$ cat src/rtl/seq_pattern_gen.sv
`default_nettype none
// ============================================================================
// Module   : seq_pattern_gen
// Brief    : Serial bit-pattern transmitter. Shifts a PAT_W-bit pattern out
//            MSB-first, repeats it a captured number of times with an
//            optional idle gap between repetitions, then pulses done.
// Revision : 1.0 - initial release
// ============================================================================
module seq_pattern_gen #(
    parameter int PAT_W = 4,
    parameter int CNT_W = 8
) (
    input  logic             clk,
    input  logic             rst,
    input  logic             start,
    input  logic [PAT_W-1:0] pattern,
    input  logic [CNT_W-1:0] repeat_cnt,
    input  logic [CNT_W-1:0] gap,
    output logic             x_out,
    output logic             x_valid,
    output logic             frame_end,
    output logic             busy,
    output logic             done
);

    localparam int IDX_W = (PAT_W > 1) ? $clog2(PAT_W) : 1;

    localparam logic [1:0] c_idle  = 2'd0;
    localparam logic [1:0] c_shift = 2'd1;
    localparam logic [1:0] c_gap   = 2'd2;
    localparam logic [1:0] c_done  = 2'd3;

    localparam logic [IDX_W-1:0] c_msb_idx = IDX_W'(PAT_W - 1);
    localparam logic [CNT_W-1:0] c_one_rep = CNT_W'(1);

    logic [1:0]       r_state;
    logic [PAT_W-1:0] r_pat;
    logic [CNT_W-1:0] r_reps;      // repetitions still to send, including current
    logic [CNT_W-1:0] r_gap;
    logic [CNT_W-1:0] r_gap_cnt;   // gap cycles left, including the one on the line
    logic [IDX_W-1:0] r_bit_idx;   // index of the bit currently on x_out

    logic [IDX_W-1:0] w_idx_dec;
    logic             w_last_bit;
    logic             w_more_reps;

    // Next bit index and end-of-repetition decisions for the shifter
    always_comb begin
        w_idx_dec   = r_bit_idx - IDX_W'(1);
        w_last_bit  = (r_bit_idx == '0);
        w_more_reps = (r_reps > c_one_rep);
    end

    // Burst sequencer; every output is registered so it reflects the state entered
    always_ff @(posedge clk or posedge rst) begin
        if (rst) begin
            r_state   <= c_idle;
            r_pat     <= '0;
            r_reps    <= '0;
            r_gap     <= '0;
            r_gap_cnt <= '0;
            r_bit_idx <= '0;
            x_out     <= 1'b0;
            x_valid   <= 1'b0;
            frame_end <= 1'b0;
            busy      <= 1'b0;
            done      <= 1'b0;
        end else begin
            case (r_state)
                c_idle: begin
                    x_out     <= 1'b0;
                    x_valid   <= 1'b0;
                    frame_end <= 1'b0;
                    busy      <= 1'b0;
                    done      <= 1'b0;
                    if (start) begin
                        r_pat     <= pattern;
                        // A zero repeat count still sends the pattern once
                        r_reps    <= (repeat_cnt == '0) ? c_one_rep : repeat_cnt;
                        r_gap     <= gap;
                        r_bit_idx <= c_msb_idx;
                        r_state   <= c_shift;
                        x_out     <= pattern[PAT_W-1];
                        x_valid   <= 1'b1;
                        busy      <= 1'b1;
                    end
                end

                c_shift: begin
                    if (!w_last_bit) begin
                        r_bit_idx <= w_idx_dec;
                        x_out     <= r_pat[w_idx_dec];
                        x_valid   <= 1'b1;
                        frame_end <= (w_idx_dec == '0);
                    end else if (w_more_reps) begin
                        r_reps <= r_reps - c_one_rep;
                        if (r_gap == '0) begin
                            // Back-to-back repetition: next MSB with no bubble
                            r_bit_idx <= c_msb_idx;
                            x_out     <= r_pat[PAT_W-1];
                            x_valid   <= 1'b1;
                            frame_end <= 1'b0;
                        end else begin
                            r_gap_cnt <= r_gap;
                            r_state   <= c_gap;
                            x_out     <= 1'b0;
                            x_valid   <= 1'b0;
                            frame_end <= 1'b0;
                        end
                    end else begin
                        r_state   <= c_done;
                        x_out     <= 1'b0;
                        x_valid   <= 1'b0;
                        frame_end <= 1'b0;
                        done      <= 1'b1;
                    end
                end

                c_gap: begin
                    if (r_gap_cnt == c_one_rep) begin
                        r_bit_idx <= c_msb_idx;
                        r_state   <= c_shift;
                        x_out     <= r_pat[PAT_W-1];
                        x_valid   <= 1'b1;
                    end else begin
                        r_gap_cnt <= r_gap_cnt - c_one_rep;
                    end
                end

                c_done: begin
                    // start is deliberately not sampled here
                    r_state <= c_idle;
                    busy    <= 1'b0;
                    done    <= 1'b0;
                end

                default: begin
                    r_state   <= c_idle;
                    x_out     <= 1'b0;
                    x_valid   <= 1'b0;
                    frame_end <= 1'b0;
                    busy      <= 1'b0;
                    done      <= 1'b0;
                end
            endcase
        end
    end

endmodule
`default_nettype wire

$ cat config.mk
export PLATFORM = sky130hd
export DESIGN_NAME = seq_pattern_gen
export DESIGN_NICKNAME = d
export VERILOG_FILES = /design/src/rtl/seq_pattern_gen.sv
export SDC_FILE = /design/constraint.sdc
export NUM_CORES = 1
export LEC_CHECK = 0
export ABC_AREA = 1
export ABC_CLOCK_PERIOD_IN_PS = 2100
export BUFFER_PORTS_ARGS = -buffer_cell sky130_fd_sc_hd__buf_2
export CAP_MARGIN = 20
export CORE_MARGIN = 4
export CORE_UTILIZATION = 45
export DETAILED_ROUTE_END_ITERATION = 12
export GPL_TIMING_DRIVEN = 1
export PLACE_DENSITY = 0.61
export SETUP_SLACK_MARGIN = 0.2
export SYNTH_ARGS = -nofsm -noshare
export SYNTH_HDL_FRONTEND = slang
export SYNTH_SLANG_ARGS = --single-unit
$ cat constraint.sdc
create_clock -name clk -period 2.1 [get_ports clk]
set_input_delay 0.105 -clock clk [delete_from_list [all_inputs] [get_ports clk]]
set_output_delay 0.105 -clock clk [all_outputs]
set_load 0.005 [all_outputs]
==> reports/results.txt <==
Outcome -> finished clean
VDD IR max -> 0.703 mV
Final Cycle Share -> 0.837
Multi-input gate area -> 1180 µm²
Unique masters post-synth -> 31
Routed wire per std cell -> 12.1 µm
Multiplexer share of the synthesized area -> 0.0292
Max incr delay on CP -> 410 ps
Top-area cell type share of the netlist area -> 0.401
CORE AREA -> 4850 µm²
Setup TNS -> 0 ps
DP Area -> 2520 µm²
Share of flip-flops with an asynchronous set or reset -> 1.00
CP dominant cell by count -> nor2_1
Initial antenna violation count -> 0
Layout cell share with drive strength beyond 1 -> 0.229
Synth-to-Final Area Change -> 13.5%
CP startpoint kind -> flop
Top cells by count, synth -> 53 x nand2_1, 37 x dfrtp_1, 36 x inv_1, 35 x nor2_1, 24 x o21ai_0
Post-synthesis cell area -> 2310 µm²
Sequential cell area -> 926 µm²
Post-synthesis simple-gate area fraction -> 0.267
Gr ovfl total -> 0
Endpoint type of the worst setup path -> flop
CTS tree -> built
Slowest cell on crit path -> dfrtp_1
Fillers -> 477
CP Cell Sequence -> inv_1 -> ha_1 -> nor2_1 -> nor2_2 -> nand2_4 -> nand2_2 -> o21ai_4 -> nand2_4 -> nor2_1 -> nor2_1
Setup WS post-layout -> 343 ps
Min cycle time layout -> 1760 ps
Register area share after synthesis -> 0.401
First-pass GRT wire length -> 8200 µm
Clock sinks -> 37
Htree depth -> 2
Vias in the first global route -> 1851
GRT Total Usage -> 0.167
RSZ-0062 raised after global routing -> yes
Inserted Diodes -> 0
Root buffer cell -> clkbuf_8
Number of synthesized flops with an enable pin -> 0
Clock-pin slew on the worst setup and hold paths -> 70 ps
Hold WC Path Type -> in -> reg
Critical Path Fanout Max -> 11
Post-layout nets -> 360
Synthesized area per cell -> 7.91 µm²
Drt via density -> 4.89
Most frequent cell after synthesis -> nand2_1
Mapped Nets -> 325
DR DRC count -> 0
DR vias -> 1933
Final Non-Filler Cells -> 395
Design Power -> 4.19 mW
Placed cells -> 385
Slew Limit Headroom -> 0.689
Clk Latency, worst-skew pair -> 290 ps
Cell family with most CP delay -> simple AND/OR/NAND/NOR gates
CP required -> 2280 ps
Skew final -> 4.64 ps
Io pins -> 28
Post-synthesis compound-gate area fraction -> 0.146
Die H -> 79.7 µm
Worst Max-Slew Pin Slew -> 467 ps
1st-iter DRT viols -> 80
Critical path buffers and inverters -> 1
Final instance area -> 2620 µm²
Total of max-cap violations -> 0
Initial DRT Pass Iterations -> 4
Initial Utilization -> 0.477
Leakage -> 1.32 nW
DP HPWL -> 3700 µm
RD Place Congestion -> 0.846
Fmax -> 569 MHz
Syn. warnings -> 0
Largest net degree at the start of global routing -> 38
Cell taking the most area after synthesis -> dfrtp_1
Top_reg_cell synth -> dfrtp_1
XOR/XNOR Fraction of Synth Area -> 0.0152
Clock Path Buffers -> 2
Post-Route WL -> 4770 µm
CP Class -> reg -> reg
Final Hold Violating Endpoints -> 0
Pwr/cell area -> 1600 nW/µm²
Setup WS pre-CTS -> 236 ps
Rows -> 25
Adder-cell share of the synthesized area -> 0.0541
Cts bufs inserted -> 5
Setup Viol. Count Final -> 0
Fin util -> 0.541
Port-buffer cells -> 27
Worst Path Arrival -> 1940 ps
Hold Worst Slack -> 44.6 ps
Mapped Cells -> 292
Flops & latches, synth -> 37
Die Wd -> 79.7 µm
Pins Over Slew Limit -> 0
Largest family of logic cells by synthesized area -> simple AND/OR/NAND/NOR gates
Synth top area cells -> dfrtp_1 40%, nand2_1 8.6%, inv_1 5.8%, nor2_1 5.7%, ha_1 5.4%
Die Area -> 6350 µm²
Antenna viol nets, final -> 0
-- flip-flops by register name, summed over array words and instances (netlist names) --
name,cells
busy,1
x_valid,1
r_bit_idx,2
r_gap,8
frame_end,1
r_reps,8
x_out,1
r_state,2
r_pat,4
r_gap_cnt,8
done,1
-- path summary, 6_finish.rpt --
check | start | end | slack [ps] | cells after the start
worst max-delay path | r_reps[0] | r_gap_cnt[6] | 340 | 10
worst min-delay path | pattern[1] | r_pat[1] | 40 | 2
worst max register to register | r_reps[0] | r_gap_cnt[6] | 340 | 10
worst min register to register | busy | busy | 490 | 2
max in group asynchronous | rst | r_state[1] | 1300 | 4
min in group asynchronous | rst | r_gap[2] | 470 | 4
-- power breakdown --
group	internal, mW	switching [mW]
registers	1.09	0.239
logic	0.908	1.49
clock network	0.230	0.242
total	2.22	1.97
-- layout make-up --
type,count,share of cell area
clock buffers,6,0.0277
clock inverters,2,0.00382
inverters,41,0.0596
multi-input cells,208,0.451
flip-flops and latches,37,0.353
well taps,67,0.0320
repair buffers,34,0.0725
-- cell usage in the layout (no fill, tap or decap), drive strengths merged --
cell         count
dlygate4sd3      1
a22oi            1
nand2           62
a22o             1
or2              1
o22ai            2
nand3           18
clkbuf           6
dfrtp           37
xor2             4
buf             33
a21oi           20
clkinv           2
ha              10
nor3             4
o211ai           1
nor2            41
mux2             6
inv             41
o21ai           31
nand4            5
a31oi            1
-- per-layer routing --
| layer | GRT usage | wire (µm) | up-vias |
|---|---|---|---|
| met4 | 0.0670 | 96 | 0 |
| met5 | 0 | 0 | - |
| li1 | - | - | 1017 |
| met3 | 0.0406 | 122 | 10 |
| met2 | 0.260 | 2190 | 23 |
| met1 | 0.221 | 2360 | 883 |
-- cell families (layout without fill, tap and decap cells) --
kind of cell | count (synthesis) | after routing
buffers and inverters | 47 | 83
and+or+nand+nor | 131 | 131
DFF | 37 | 37
xor gates and xnor gates | 4 | 4
muxes | 6 | 6
adders and majority gates | 10 | 10
AOI/OAI and AO/OA | 57 | 57
-- timing repair --
| item | in CTS | in global routing |
|---|---|---|
| resized for setup | 0 | 2 |
| endpoints found under the hold margin | 37 | 0 |
| buffers inserted | 0 | 1 |
| hold buffers | 1 | 0 |
| setup endpoints to repair | 0 | 16 |
-- worst register-to-register path, cell delays in order (launching register included) --
cell and delay, ps:
dfrtp_1 410, inv_1 100, ha_1 230, nor2_1 140, nor2_2 80, nand2_4 80, nand2_2 60, o21ai_4 220
nand2_4 140, nor2_1 140, nor2_1 50
Power figures use the tool's default switching activity.
